File: config.mk
export PLATFORM = sky130hd
export DESIGN_NAME = config_loader_flat
export DESIGN_NICKNAME = d
export VERILOG_FILES = /design/src/rtl/config_loader_if.sv /design/src/rtl/config_loader.sv /design/src/flat_wrapper.sv
export SDC_FILE = /design/constraint.sdc
export NUM_CORES = 1
export LEC_CHECK = 0
export CORE_ASPECT_RATIO = 0.75
export CORE_MARGIN = 3
export CORE_UTILIZATION = 45
export CTS_BUF_LIST = sky130_fd_sc_hd__clkbuf_4 sky130_fd_sc_hd__clkbuf_8 sky130_fd_sc_hd__clkbuf_16
export DETAILED_ROUTE_END_ITERATION = 10
export GPL_ROUTABILITY_DRIVEN = 0
export HOLD_SLACK_MARGIN = 0.05
export PLACE_DENSITY_LB_ADDON = 0.05
export SLEW_MARGIN = 20
export SYNTH_ARGS = -nofsm -noshare
export SYNTH_HDL_FRONTEND = slang
export SYNTH_SLANG_ARGS = --single-unit
File: constraint.sdc
create_clock -name clk -period 4.1 [get_ports clk]
set_clock_uncertainty 0.05 [all_clocks]
set_input_delay 0.82 -clock clk [delete_from_list [all_inputs] [get_ports clk]]
set_output_delay 0.82 -clock clk [all_outputs]
set_load 0.01 [all_outputs]
File: src/rtl/config_loader_if.sv
`default_nettype none
// ============================================================================
// config_loader_if : start/abort control, serial bit stream and latch bus
// Rev 1.0
// ============================================================================
interface config_loader_if #(
  parameter int MEM_SIZE   = 16,
  parameter int NUM_BLOCKS = 4
);
  logic                  start;
  logic                  abort;
  logic                  bit_valid;
  logic                  bit_in;
  logic                  bit_ready;
  logic [MEM_SIZE-1:0]   config_out;
  logic [NUM_BLOCKS-1:0] comb_set;
  logic                  busy;
  logic                  done;
  logic                  err;

  modport master (
    output start, abort, bit_valid, bit_in,
    input  bit_ready, config_out, comb_set, busy, done, err
  );

  modport slave (
    input  start, abort, bit_valid, bit_in,
    output bit_ready, config_out, comb_set, busy, done, err
  );
endinterface
`default_nettype wire

File: src/rtl/config_loader.sv
`default_nettype none
// ============================================================================
// config_loader : serial bitstream to MEM_SIZE-bit words, strobed one-hot into
// NUM_BLOCKS latch blocks. CFG_LOADER_PARITY_EN appends an even-parity bit.
// Rev 1.0
// ============================================================================
module config_loader #(
  parameter int ADDR_BITS  = 4,
  parameter int MEM_SIZE   = 2**ADDR_BITS,
  parameter int NUM_BLOCKS = 4,
  parameter int CNT_BITS   = 8
) (
  input wire logic        clk,
  input wire logic        rst_n,
  config_loader_if.slave  bus
);
  localparam int BLK_BITS = (NUM_BLOCKS > 1) ? $clog2(NUM_BLOCKS) : 1;
`ifdef CFG_LOADER_PARITY_EN
  localparam int WORD_BITS = MEM_SIZE + 1;
`else
  localparam int WORD_BITS = MEM_SIZE;
`endif
  localparam logic [CNT_BITS-1:0] LAST_CNT = CNT_BITS'(WORD_BITS - 1);
  localparam logic [CNT_BITS-1:0] DATA_CNT = CNT_BITS'(MEM_SIZE);
  localparam logic [BLK_BITS-1:0] LAST_BLK = BLK_BITS'(NUM_BLOCKS - 1);

  typedef enum logic [2:0] {
    S_IDLE   = 3'd0,
    S_SHIFT  = 3'd1,
    S_SETUP  = 3'd2,
    S_STROBE = 3'd3,
    S_HOLD   = 3'd4,
    S_DONE   = 3'd5
  } state_t;

  state_t              state_q, state_d;
  logic [BLK_BITS-1:0] blk_q, blk_d;
  logic [CNT_BITS-1:0] cnt_q, cnt_d;
  logic [MEM_SIZE-1:0] shift_q, shift_d;
  logic [MEM_SIZE-1:0] config_q, config_d;
  logic [MEM_SIZE-1:0] shift_next;
  logic                accept;
`ifdef CFG_LOADER_PARITY_EN
  logic                err_q, err_d;
`endif

  // LSB-first: after MEM_SIZE right shifts, bit k sits at shift_q[k]
  assign shift_next = {bus.bit_in, shift_q[MEM_SIZE-1:1]};
  assign accept     = (state_q == S_SHIFT) && bus.bit_valid;

  always_comb begin
    state_d  = state_q;
    blk_d    = blk_q;
    cnt_d    = cnt_q;
    shift_d  = shift_q;
    config_d = config_q;
`ifdef CFG_LOADER_PARITY_EN
    err_d    = err_q;
`endif
    if (bus.abort) begin
      state_d = S_IDLE;
    end else begin
      case (state_q)
        S_IDLE: begin
          if (bus.start) begin
            state_d = S_SHIFT;
            blk_d   = '0;
            cnt_d   = '0;
            shift_d = '0;
`ifdef CFG_LOADER_PARITY_EN
            err_d   = 1'b0;
`endif
          end
        end
        S_SHIFT: begin
          if (accept) begin
            cnt_d = cnt_q + CNT_BITS'(1);
            if (cnt_q < DATA_CNT) begin
              shift_d = shift_next;
            end
            // Loading config_out on entry to SETUP keeps it stable through STROBE
            if (cnt_q == LAST_CNT) begin
`ifdef CFG_LOADER_PARITY_EN
              if (bus.bit_in == ^shift_q) begin
                config_d = shift_q;
                state_d  = S_SETUP;
              end else begin
                err_d   = 1'b1;
                state_d = S_IDLE;
              end
`else
              config_d = shift_next;
              state_d  = S_SETUP;
`endif
            end
          end
        end
        S_SETUP:  state_d = S_STROBE;
        S_STROBE: state_d = S_HOLD;
        S_HOLD: begin
          if (blk_q == LAST_BLK) begin
            state_d = S_DONE;
          end else begin
            blk_d   = blk_q + BLK_BITS'(1);
            cnt_d   = '0;
            state_d = S_SHIFT;
          end
        end
        S_DONE:   state_d = S_IDLE;
        default:  state_d = S_IDLE;
      endcase
    end
  end

  always_ff @(posedge clk or negedge rst_n) begin
    if (!rst_n) begin
      state_q  <= S_IDLE;
      blk_q    <= '0;
      cnt_q    <= '0;
      shift_q  <= '0;
      config_q <= '0;
`ifdef CFG_LOADER_PARITY_EN
      err_q    <= 1'b0;
`endif
    end else begin
      state_q  <= state_d;
      blk_q    <= blk_d;
      cnt_q    <= cnt_d;
      shift_q  <= shift_d;
      config_q <= config_d;
`ifdef CFG_LOADER_PARITY_EN
      err_q    <= err_d;
`endif
    end
  end

  always_comb begin
    bus.bit_ready = (state_q == S_SHIFT);
    bus.busy      = (state_q != S_IDLE);
    bus.done      = (state_q == S_DONE) && !bus.abort;
    bus.comb_set  = '0;
    if ((state_q == S_STROBE) && !bus.abort) begin
      bus.comb_set = NUM_BLOCKS'(1) << blk_q;
    end
  end

  assign bus.config_out = config_q;
`ifdef CFG_LOADER_PARITY_EN
  assign bus.err = err_q;
`else
  assign bus.err = 1'b0;
`endif

endmodule
`default_nettype wire

File: src/flat_wrapper.sv
// flat-port wrapper written by rule: the top's interface ports become plain ports
module config_loader_flat 
#(
  parameter int ADDR_BITS  = 4,
  parameter int MEM_SIZE   = 2**ADDR_BITS,
  parameter int NUM_BLOCKS = 4,
  parameter int CNT_BITS   = 8
)
  (clk, rst_n, bus_start, bus_abort, bus_bit_valid, bus_bit_in, bus_bit_ready, bus_config_out, bus_comb_set, bus_busy, bus_done, bus_err);
  config_loader_if #(.MEM_SIZE(MEM_SIZE), .NUM_BLOCKS(NUM_BLOCKS)) bus_i ();
  input wire logic clk;
  input wire logic rst_n;
  input wire logic [$bits(bus_i.start)-1:0] bus_start;
  input wire logic [$bits(bus_i.abort)-1:0] bus_abort;
  input wire logic [$bits(bus_i.bit_valid)-1:0] bus_bit_valid;
  input wire logic [$bits(bus_i.bit_in)-1:0] bus_bit_in;
  output wire logic [$bits(bus_i.bit_ready)-1:0] bus_bit_ready;
  output wire logic [$bits(bus_i.config_out)-1:0] bus_config_out;
  output wire logic [$bits(bus_i.comb_set)-1:0] bus_comb_set;
  output wire logic [$bits(bus_i.busy)-1:0] bus_busy;
  output wire logic [$bits(bus_i.done)-1:0] bus_done;
  output wire logic [$bits(bus_i.err)-1:0] bus_err;
  assign bus_i.start = bus_start;
  assign bus_i.abort = bus_abort;
  assign bus_i.bit_valid = bus_bit_valid;
  assign bus_i.bit_in = bus_bit_in;
  assign bus_bit_ready = bus_i.bit_ready;
  assign bus_config_out = bus_i.config_out;
  assign bus_comb_set = bus_i.comb_set;
  assign bus_busy = bus_i.busy;
  assign bus_done = bus_i.done;
  assign bus_err = bus_i.err;
  config_loader #(.ADDR_BITS(ADDR_BITS), .MEM_SIZE(MEM_SIZE), .NUM_BLOCKS(NUM_BLOCKS), .CNT_BITS(CNT_BITS)) u_core (.clk(clk), .rst_n(rst_n), .bus(bus_i));
endmodule
==> results.json, run 1 <==
{
  "status": "finished clean",
  "fin_crit_sh": 0.832,
  "end_kind": "primary output",
  "cts_resized": 0,
  "cts_tree": "yes",
  "antenna_cells": 0,
  "final_cell_mix": "44 x dfrtp_1, 27 x clkdlybuf4s50_1, 15 x a22o_1",
  "holdBufCountCts": 0,
  "critPathRequiredTime_ps": 3230,
  "drv_slew": 0,
  "grtUsageTotal": 0.158,
  "htreeDepth": 2,
  "slowest_stage": "clkdlybuf4s50_1",
  "hold_path_class": "flip-flop to flip-flop",
  "final_common_cell": "dfrtp_1",
  "finalPower_uw": 772,
  "wl_per_cell_um": 15.7,
  "max_freq_ghz": 0.293,
  "clk_path_buf_depth": 2,
  "worstRegToRegCells": 5,
  "cts_setup_buffers": 0,
  "io_buffers": 28,
  "synth_top_area_share": 0.537,
  "cp_top_family": "buffers and inverters",
  "worst-r2r-setup-slack_ps": 2070,
  "syn_to_final_growth_pct": 19.0,
  "insertion_delay_ps": 280,
  "start_kind": "input port",
  "synth_area_mm2": 0.00205,
  "core_area_mm2": 0.00420,
  "hp-start": "u_core.shift_q[1]",
  "num_rows": 20,
  "grt.overflow.total": 0,
  "synth.largest_area_cell": "dfrtp_1",
  "synth_cells": 163,
  "r2r_start": "u_core.cnt_q[4]",
  "fillers": 372,
  "antenna_found_initial": 0,
  "synth_edf_count": 0,
  "critPathLaunch": "bus_abort",
  "hold_viol": 0,
  "ir_drop_mv": 0.231,
  "worst_slew_pin_slew_ps": 963,
  "avgSynthCellArea_um2": 12.6,
  "die_x_um": 83.9,
  "crit_buf_inv": 2,
  "clock-sinks": 44,
  "wl_um": 3880,
  "crit_type": "input port to primary output",
  "synthDistinctLibCells": 47,
  "clkTransAtPathRegs_ps": 80,
  "path_cells": "clkdlybuf4s50_1 -> and2b_1 -> and3b_1 -> and2_1 -> clkdlybuf4s50_1",
  "synth_flop_cell": "dfrtp_1",
  "synthTopCellsByArea": "dfrtp_1 54%, mux2_4 7.3%, a22o_1 6.4%",
  "dieArea_mm2": 0.00541,
  "fin_crit_ps": 3410,
  "syn-num-nets": 174,
  "pin_count": 30,
  "numCtsBuffers": 5,
  "rr_endpoint": "u_core.bus.config_out[14]",
  "drive_gt1_frac": 0.171,
  "stdcell_count": 248,
  "cpMostUsedCell": "clkdlybuf4s50_1",
  "drt_iter0_markers": 105,
  "async_flop_share": 1.00,
  "dp.final_hpwl_um": 2590,
  "fin_hold_ws_ps": 457,
  "setup_tns_ps": 0,
  "dp_cells": 241,
  "crit_path_max_fanout": 6,
  "cap_violations": 0,
  "max_slew_margin": 0.358,
  "powerDensity_mw_per_mm2": 317,
  "setup_viol": 0,
  "drc": 0,
  "yosysSeqAreaShare": 0.537,
  "drt_pass1_iterations": 4,
  "final_util": 0.580,
  "leakage_nw": 1.14,
  "slowest_delay_ps": 530,
  "yosys_warnings": 0,
  "die_y_um": 64.4,
  "nets": 204,
  "grt_pass1_wl_um": 6840,
  "min_to": "u_core.shift_q[1]",
  "vias": 1362,
  "start_util": 0.488,
  "ant_nets": 0,
  "vias_per_cell": 5.49,
  "grt_max_degree": 45,
  "synth_seq_cells": 44,
  "cts-root-buf": "clkbuf_8",
  "hold_path_depth": 1,
  "grt_pass1_vias": 1381,
  "cp.arrival_ps": 2540,
  "rsz0062_at_grt": "no"
}
-- worst reg2reg max path, stage by stage, from the launching register on --
cell	delay, ps
dfrtp_1	460
nor4_2	410
nand3_2	170
nor3_4	140
buf_4	310
mux2_2	380
-- cells in the mapped netlist, types with 2 or more instances --
master    number
nand2_1        8
and3b_1        3
inv_1          4
a2111o_1       2
a31oi_1        2
nand3_2        2
buf_4          2
o21ai_0        4
and2_1         4
ha_1           5
and3_1         3
mux2_2         6
nand3_1        5
dfrtp_1       44
nor2b_1        2
o22ai_1        2
nor3_1         3
a22o_1        15
mux2_4        10
clkbuf_1       3
nor2_1         8
-- worst max-delay path by stage --
stage                      endpoint  depth (start not counted)
detailed placement  bus_comb_set[2]                          5
global placement    bus_comb_set[2]                          5
CTS                 bus_comb_set[2]                          5
finish              bus_comb_set[3]                          5
global route        bus_comb_set[0]                          5
floorplan           bus_comb_set[0]                          3
-- metal layers --
| layer | GRT usage | vias up | wire (um) |
|---|---|---|---|
| met2 | 0.215 | 24 | 1640 |
| li1 | - | 660 | - |
| met4 | 0.0422 | 0 | 30 |
| met5 | 0 | - | 0 |
| met3 | 0.0432 | 5 | 161 |
| met1 | 0.244 | 673 | 2050 |
-- power by group --
group / leakage [nW] / switching [mW] / internal, mW / total, mW
Clock: 0.0445 / 0.136 / 0.123 / 0.258
Sequential: 0.612 / 0.00963 / 0.441 / 0.451
Combinational: 0.486 / 0.0380 / 0.0248 / 0.0628
Total: 1.14 / 0.183 / 0.589 / 0.772
-- cell families (layout without fill, tap and decap cells) --
logic type | Yosys count | in the layout | synth area share
buf+inv | 11 | 41 | 0.0323
fa+ha+maj | 5 | 5 | 0.0305
simple gates | 46 | 46 | 0.136
mux | 17 | 17 | 0.111
other cells | 1 | 1 | 0.00183
compound gates | 39 | 39 | 0.151
flops | 44 | 44 | 0.537
-- area by class of cell --
cell class	instances	area [um2]	area share
timing repair buffer	30	290	0.119
sequential	44	1100	0.452
clock inverter	1	5.00	0.00205
multi-input combinational	108	882	0.362
clock buffer	6	76.3	0.0313
inverter	4	15.0	0.00616
tap	55	68.8	0.0282
-- state kept, by name, indices dropped and copies added (netlist names) --
register               count
u_core.bus.config_out     16
u_core.blk_q               2
u_core.cnt_q               8
u_core.state_q             3
u_core.shift_q            15
-- through the flow --
| stage | setup WS, ps | cell area, um2 |
|---|---|---|
| 6_report | 689 | 2440 |
| 2_1_floorplan | 1820 | 2050 |
| 5_1_grt | 579 | 2440 |
| 4_1_cts | 702 | 2440 |
| 3_3_place_gp | 742 | 2360 |
| 3_5_place_dp | 712 | 2360 |
Note: power is estimated with default switching activity, not from simulation.
==> run 2, diff against run 1 <==
Clock period 4.1 ns to 3.53 ns, I/O delays scaled along.
==> run 2 against run 1 <==
  * Largest power group unchanged
  * Via count rose by 2.3%
  * Highest routed layer unchanged
  * Sequential power rose by 16%
  * Register-to-register slack got worse by 570 ps
  * Total power rose by 15%
  * Non-clock buffer count stayed put
  * Cell count is the same
  * First-iteration DRC count shrank 36%
==> results.json, run 2 (synthesis results as in run 1) <==
{
  "status": "finished clean",
  "hold_viol": 0,
  "finalPower_uw": 890,
  "p_sw_frac": 0.231,
  "clock-sinks": 44,
  "largest_reg_flops": 16,
  "pin_count": 30,
  "critPathRequiredTime_ps": 2770,
  "antenna_cells": 0,
  "dp.final_hpwl_um": 2660,
  "setup_viol": 0,
  "cp.arrival_ps": 2390,
  "grt_pass1_wl_um": 6740,
  "dp_cells": 241,
  "cts_setup_buffers": 0,
  "die_y_um": 64.4,
  "drive_gt1_frac": 0.171,
  "leakage_nw": 1.14,
  "fillers": 369,
  "start_kind": "input port",
  "wl_um": 3780,
  "wl_per_cell_um": 15.3,
  "rr_endpoint": "u_core.bus.config_out[2]",
  "drt_iter0_markers": 67,
  "fin_crit_sh": 0.893,
  "worst_slew_pin_slew_ps": 945,
  "fin_hold_ws_ps": 457,
  "power_frac_comb": 0.082,
  "cts-root-buf": "clkbuf_8",
  "grtUsageTotal": 0.154,
  "ir_drop_mv": 0.214,
  "pre_cts_ws_ps": 388,
  "antenna_found_initial": 0,
  "syn_to_final_growth_pct": 19.0,
  "fin_crit_ps": 3150,
  "drt_pass1_iterations": 4,
  "critPathLaunch": "bus_abort",
  "pwr-share-clk": 0.329,
  "setup_tns_ps": 0,
  "seqPwrFrac": 0.589,
  "io_buffers": 28,
  "multiInputGateArea_um2": 882,
  "vias": 1394,
  "nets": 204,
  "grt_pass1_vias": 1382,
  "max_slew_margin": 0.370,
  "final_common_cell": "dfrtp_1",
  "p_int_uw": 684,
  "cap_violations": 0,
  "grt.overflow.total": 0,
  "dieArea_mm2": 0.00541,
  "vias_per_cell": 5.62,
  "die_x_um": 83.9,
  "crit_path_max_fanout": 6,
  "fin_ws_ps": 379,
  "p_sw_uw": 206,
  "insertion_delay_ps": 280,
  "worstRegToRegCells": 4,
  "clk_path_buf_depth": 2,
  "register_area_mm2": 0.00110,
  "r2r_start": "u_core.state_q[2]",
  "cts_resized": 0,
  "num_rows": 20,
  "max_freq_ghz": 0.317,
  "end_kind": "primary output",
  "start_util": 0.488,
  "crit_type": "input port to primary output",
  "numCtsBuffers": 5,
  "rsz0062_at_grt": "no",
  "core_area_mm2": 0.00420,
  "holdBufCountCts": 0,
  "drc": 0,
  "stdcell_count": 248,
  "final_cell_mix": "44 x dfrtp_1, 27 x clkdlybuf4s50_1, 15 x a22o_1",
  "ant_nets": 0,
  "powerDensity_mw_per_mm2": 365,
  "htreeDepth": 2,
  "worst-r2r-setup-slack_ps": 1500,
  "endpoint": "bus_comb_set[0]",
  "clkTransAtPathRegs_ps": 70,
  "hold_path_class": "flip-flop to flip-flop",
  "grt_max_degree": 45,
  "cts_tree": "yes",
  "drv_slew": 0
}
run 2: cell counts in the layout (fill, tap and decap cells not counted):
No cell type changed its count.
run 2: worst max-delay path, stage by stage:
cell and delay [ps]:
clkdlybuf4s50_1 480, and2b_1 320, and3b_1 220, and2_1 140
clkdlybuf4s50_1 530
run 2: power groups by stage:
| stage | logic (mW) | registers [mW] | clock network [mW] |
|---|---|---|---|
| final | 0.0731 | 0.524 | 0.293 |
| after CTS | 0.0744 | 0.523 | 0.305 |
| after global routing | 0.0815 | 0.526 | 0.323 |
| after global placement | 0.0722 | 0.533 | 0 |
| after floorplan | 0.0466 | 0.528 | 0 |
| after detailed placement | 0.0742 | 0.533 | 0 |
run 2: how the worst min path moves through the flow:
stage | from | end | slack (ps) | cells after the start
after floorplan | rst_n | u_core.blk_q[0] | 360 | 0
after global placement | u_core.shift_q[1] | u_core.shift_q[1] | 440 | 1
after detailed placement | u_core.shift_q[1] | u_core.shift_q[1] | 430 | 1
after CTS | u_core.shift_q[1] | u_core.shift_q[1] | 460 | 1
after global routing | u_core.bus.config_out[0] | u_core.bus.config_out[0] | 480 | 1
final | u_core.bus.config_out[3] | u_core.bus.config_out[3] | 460 | 1
run 2: cell type report:
class                           count  share of cell area
Tap cell                           55              0.0282
Timing Repair Buffer               30               0.119
Inverter                            4             0.00616
Clock buffer                        6              0.0313
Sequential cell                    44               0.452
Clock inverter                      1             0.00205
Multi-Input combinational cell    108               0.362
run 2: through the flow:
| step | utilization | area (um2) |
|---|---|---|
| final | 0.580 | 2440 |
| after global routing | 0.580 | 2440 |
| after CTS | 0.580 | 2440 |
| after detailed placement | 0.561 | 2360 |
| after global placement | 0.561 | 2360 |
| after floorplan | - | 2050 |
run 2: per-layer routing:
| metal | vias to the layer above | track usage | wire, um |
|---|---|---|---|
| li1 | 658 | - | - |
| met1 | 695 | 0.220 | 1910 |
| met2 | 39 | 0.241 | 1670 |
| met3 | 2 | 0.0394 | 191 |
| met4 | 0 | 0.0301 | 13 |
| met5 | - | 0 | 0 |
==> edit 1: new RTL, config.mk and constraints of run 2 <==
`NUM_BLOCKS` is set to 4 in 3 places; all go to 8.
--- a/src/rtl/config_loader_if.sv
+++ b/src/rtl/config_loader_if.sv
@@ -7,3 +7,3 @@
   parameter int MEM_SIZE   = 16,
-  parameter int NUM_BLOCKS = 4
+  parameter int NUM_BLOCKS = 8
 );
--- a/src/rtl/config_loader.sv
+++ b/src/rtl/config_loader.sv
@@ -9,3 +9,3 @@
   parameter int MEM_SIZE   = 2**ADDR_BITS,
-  parameter int NUM_BLOCKS = 4,
+  parameter int NUM_BLOCKS = 8,
   parameter int CNT_BITS   = 8
--- a/src/flat_wrapper.sv
+++ b/src/flat_wrapper.sv
@@ -5,3 +5,3 @@
   parameter int MEM_SIZE   = 2**ADDR_BITS,
-  parameter int NUM_BLOCKS = 4,
+  parameter int NUM_BLOCKS = 8,
   parameter int CNT_BITS   = 8
Interface: changed (resized bus_comb_set); port bits go from 30 to 34. No check against the original RTL was run, so the function may have changed too.
==> edit 1 against run 2 <==
Design area up 11%; total power is 16% higher; wire length grew 19%; combinational power up 36%; sequential cell count is 1 higher; setup slack lost 0.051 ns; synthesized area rose by 10%; worst hold slack worse by 0.10 ns; critical endpoint is now bus_comb_set[6].
==> edit 1: results (changes against run 2) <==
Logic synthesis
  – Synth warnings: 0 (unchanged)
  – Post-synthesis mux area share: 0.09619 (-0.01493)
  – Sequential fraction of the synthesis area: 0.4975 (-0.03973)
  – Synthesized instance count: 216 (+33%)
  – Yosys cell types: 39 (-17%)
  – Ranking of synthesized cells by area: dfrtp_1 (50%), mux2_4 (6.6%), nand2_1 (6.3%)
  – Synth Area in Compound Gates: 0.1365 (-0.01486)
  – Asr flop ratio synth: 1.000 (unchanged)
  – Post-Synth Adder-Cell Area: 0.03870 (+0.008170)
  – Top cells by count, synth: dfrtp_1 (45), nand2_1 (38), o21ai_0 (14)
  – Mapped Nets: 229 (+32%)
  – Synth Area in XOR/XNOR: 0 (unchanged)

CTS
  – Clock buffer depth: 2 (unchanged)
  – Number of H-tree levels: 2 (unchanged)
  – CTS Buf Count: 5 (unchanged)
  – Clk_lat worst skew: slightly below 0.3 ns
  – Clk slew on worst S/H paths: approximately 0.08 ns
  – Setup bufs post-CTS: 0 (unchanged)
  – Post-CTS sizing: 0 (unchanged)
  – CTS root buf: clkbuf_8

Power
  – VDD IR max: 242.8 uV (+14%)
  – Leakage: 0.001198 uW (+4.9%)

Critical path
  – Largest stage delay on the critical path: 0.54 ns
  – CP max FO: 8 (+2)
  – CP max stage cell: clkdlybuf4s50_1
  – R2R Path Start: u_core.blk_q[0]
  – Delay-heaviest family, CP: buffers and inverters
  – FF-to-FF End: u_core.cnt_q[7]
  – Setup slack, reg-to-reg: 1.26 ns (-0.24 ns)
  – CP arrival: 2.45 ns (+0.06 ns)
  – Reg2Reg Depth: 6 (+2)

Route
  – Iteration-0 DRC Markers: 138 (+110%)
  – DR vias/cell: 5.635 (+0.24%)
  – Drt first pass iters: 4 (unchanged)
  – Final WL: 4519 microns (+19%)

Finish
  – ANT cells: 0 (unchanged)
  – FILL cells: 397 (+7.6%)
  – Layout Nets: 257 (+26%)
  – Non-Filler Instances: 301 (+21%)
  – Max reg flops: 16 (unchanged)
  – Fraction of layout cells with a size suffix above 1: 0.1270 (-0.04394)

Hold path
  – Min-delay worst type: in2async

GRT
  – Largest net degree at the start of global routing: 46 (+2.2%)
  – Antenna violations before repair: 0 (unchanged)
  – Vias in the first global route: 1694 (+23%)
  – First-pass GRT wire length: 7797 microns (+16%)
  – GRT Util Overall: 0.1684 (+0.01420)

Timing
  – Worst rel slew slack: 0.3211 (-0.04892)
  – Smallest hold slack: 0.3535 ns (-0.1032 ns)

Place
  – Post-DP HPWL: 3175 microns (+19%)
  – Port Buffer Count: 32 (+14%)
  – Placed insts: 294 (+22%)
  – Worst slack, placed: 0.3240 ns (-0.06354 ns)
  – DP Area: 0.002596 sq mm (+10%)

Run status
  – Outcome: finished clean
-- edit 1: cell types whose count changed in the layout (fill, tap and decap cells not counted), sizes merged, moves of 3 or more --
cell,delta
o221ai,+12
o21ai,+10
and3,+6
a22o,-15
and3b,-3
clkdlybuf4s50,+4
nand2,+30
o31ai,+5
-- edit 1: worst register-to-register path, stage by stage, from the launching register on --
cell	delay, ns
dfrtp_1	0.42
ha_1	0.24
ha_1	0.23
a21oi_1	0.20
o211ai_1	0.31
or4_1	0.59
a21boi_0	0.17
-- edit 1: area by class of cell --
cell class	instances	area, sq um	share of cell area
clock inverters	2	35.03	0.01296
multi-input cells	153	1046	0.3870
inverters	4	15.01	0.005556
clock buffers	5	68.82	0.02546
well taps	57	71.32	0.02639
repair buffers	35	340.3	0.1259
flip-flops and latches	45	1126	0.4167
-- edit 1: worst max-delay path by stage --
stage | startpoint | endpoint | slack, ns | cells past startpoint
global route | bus_abort | bus_comb_set[6] | 0.16 | 5
detailed placement | bus_abort | bus_comb_set[6] | 0.32 | 5
finish | bus_abort | bus_comb_set[6] | 0.33 | 5
global placement | bus_abort | bus_comb_set[4] | 0.43 | 5
CTS | bus_abort | bus_comb_set[6] | 0.32 | 5
floorplan | bus_bit_valid | u_core.bus.config_out[10] | 1.19 | 5
-- edit 1: metal layers --
layer	track usage	share of wire	vias to the layer above
met3	0.03780	0.044	6
met5	0	0	-
met2	0.2622	0.44	43
met1	0.2328	0.51	817
met4	0.05747	0.012	0
li1	-	-	830
-- edit 1: where the power goes --
| group | switching, uW | internal [uW] | leakage, uW |
|---|---|---|---|
| Clock | 168 | 206 | 0.0000540 |
| Sequential | 21.9 | 536 | 0.000624 |
| Combinational | 61.7 | 37.8 | 0.000520 |
==> edit 2: new RTL, flow settings as in run 2 <==
Without the edit above. Re-encode `state_t` (6 states) as one-hot, 6 bits wide.
--- a/src/rtl/config_loader.sv
+++ b/src/rtl/config_loader.sv
@@ -26,9 +26,9 @@
 
-  typedef enum logic [2:0] {
-    S_IDLE   = 3'd0,
-    S_SHIFT  = 3'd1,
-    S_SETUP  = 3'd2,
-    S_STROBE = 3'd3,
-    S_HOLD   = 3'd4,
-    S_DONE   = 3'd5
+  typedef enum logic [5:0] {
+    S_IDLE   = 6'b000001,
+    S_SHIFT  = 6'b000010,
+    S_SETUP  = 6'b000100,
+    S_STROBE = 6'b001000,
+    S_HOLD   = 6'b010000,
+    S_DONE   = 6'b100000
   } state_t;
Behaviour: same outputs for any inputs over 10 cycles, from zero or initial values and one cycle with rst_n low; not proved beyond that.
==> edit 2 against run 2 <==
Count of clock-buffer cells in the layout did not move; design area grew 8.3%; total power is 21% higher; synthesized area up 8.2%; wire length rose by 10%; sequential cell count is 3 higher; global-route usage is 0.51 points higher; setup slack got worse by 0.18 ns; critical endpoint is now bus_comb_set[3].
==> edit 2: results (changes against run 2) <==
Finish
  – ANT cells: 0 (unchanged)
  – Max reg flops: 16 (unchanged)
  – FILL cells: 381 (+3.3%)
  – Layout Nets: 222 (+8.8%)
  – Fraction of layout cells with a size suffix above 1: 0.1557 (-0.01532)

Logic synthesis
  – Sequential fraction of the synthesis area: 0.5307 (-0.006502)
  – Synthesized instance count: 185 (+13%)
  – Synth warnings: 0 (unchanged)
  – Asr flop ratio synth: 1.000 (unchanged)
  – Mapped Nets: 196 (+13%)
  – Top cells by count, synth: dfrtp_1 (46), a22o_1 (15), inv_1 (10), o21ai_0 (10)
  – Yosys cell types: 45 (-4.3%)
  – Ranking of synthesized cells by area: dfrtp_1 (52%), mux2_4 (6.1%), a22o_1 (5.9%)

Critical path
  – CP arrival: 2.58 ns (+0.19 ns)
  – FF-to-FF End: u_core.bus.config_out[12]
  – Setup slack, reg-to-reg: 1.24 ns (-0.26 ns)
  – CP max FO: 5 (-1)

Route
  – Final WL: 4165 microns (+10%)
  – DR vias/cell: 5.643 (+0.39%)
  – Wire per inst: 15.48 microns (+1.5%)
  – Iteration-0 DRC Markers: 85 (+27%)

Power
  – Leakage: 0.001246 uW (+9.1%)
  – VDD IR max: 257.0 uV (+20%)

Run status
  – Outcome: finished clean

CTS
  – CTS Buf Count: 5 (unchanged)
  – Number of H-tree levels: 2 (unchanged)
  – Clk slew on worst S/H paths: 0.09 ns (+0.02 ns)

GRT
  – Grt total ovfl: 0 (unchanged)
  – GRT Util Overall: 0.1593 (+0.005130)
  – First-pass GRT wire length: 7182 microns (+6.5%)
  – Vias in the first global route: 1483 (+7.3%)
  – Largest net degree at the start of global routing: 48 (+6.7%)

Hold path
  – Min-delay worst type: in2async

Timing
  – Worst-Margin Slew: 0.8066 ns (-0.1384 ns)

Place
  – Port Buffer Count: 28 (unchanged)
  – Placed insts: 261 (+8.3%)
  – Post-DP HPWL: 2805 microns (+5.5%)
edit 2: cell types whose count changed in the layout (fill, tap and decap cells not counted), sizes merged, moves of 4 or more:
| cell | before | now |
|---|---|---|
| a21oi | 1 | 7 |
| inv | 4 | 10 |
| nand3 | 7 | 3 |
| nor2 | 8 | 3 |
| nor3 | 4 | 8 |
| o21ai | 5 | 10 |
edit 2: how the worst max path moves through the flow:
stage / from / end / slack, ns / cells past startpoint
2_1_floorplan: bus_abort / bus_comb_set[0] / 1.07 / 5
3_3_place_gp: bus_abort / bus_comb_set[0] / 0.17 / 6
3_5_place_dp: bus_abort / bus_comb_set[0] / 0.05 / 6
4_1_cts: bus_abort / bus_comb_set[0] / 0.05 / 6
5_1_grt: bus_abort / bus_comb_set[1] / 0.003 / 6
6_report: bus_abort / bus_comb_set[3] / 0.19 / 6
edit 2: layout make-up:
cell class,instances,share of cell area
Timing Repair Buffer,30,0.1109
Clock buffer,6,0.02891
Sequential cell,47,0.4460
Multi-Input combinational cell,117,0.3502
Clock inverter,2,0.02275
Inverter,10,0.01422
Tap cell,57,0.02701
edit 2: what timing repair did:
item | in CTS | in global routing
gates resized for setup | 0 | 1
setup endpoints to repair | 0 | 4
hold endpoints to repair | 0 | 0
edit 2: kinds of logic (layout without fill, tap and decap cells):
group | Yosys count | count (layout) | share of synthesized area
and+or+nand+nor | 46 | 46 | 0.1303
adders and majority gates | 5 | 5 | 0.02820
AOI/OAI and AO/OA | 47 | 47 | 0.1495
xor gates and xnor gates | 1 | 1 | 0.003949
DFF | 47 | 47 | 0.5307
muxes | 17 | 17 | 0.1010
buffers and inverters | 21 | 48 | 0.05471
other | 1 | 1 | 0.001690
edit 2: through the flow:
stage | total power, uW | cell area [sq um] | hold slack [ns] | utilization | setup WS [ns]
floorplan | 593.2 | 2218 | 0.3604 | - | 1.074
global route | 1120 | 2640 | 0.3980 | 0.5742 | 0.002925
detailed placement | 622.3 | 2496 | 0.4426 | 0.5429 | 0.04696
finish | 1080 | 2640 | 0.3481 | 0.5742 | 0.1946
CTS | 1091 | 2633 | 0.4656 | 0.5725 | 0.04612
global placement | 620.6 | 2496 | 0.4382 | 0.5429 | 0.1663
edit 2: layer usage:
metal	vias to the layer above	GRT usage	share of wire
met5	-	0	0
met1	761	0.2288	0.50
met3	2	0.03956	0.043
li1	726	-	-
met4	0	0.03502	0.0041
met2	29	0.2424	0.45
edit 2: power breakdown:
group	internal (uW)	switching, uW	total (uW)
clock network	291	178	469
logic	22.4	38.6	61.0
registers	543	7.30	550
total	856	224	1080
edit 2: critical path, stage by stage:
cell,delay [ns]
clkdlybuf4s50_1,0.42
nor3_1,0.33
nand2_1,0.15
nor3b_2,0.28
and2_1,0.16
clkdlybuf4s50_1,0.53
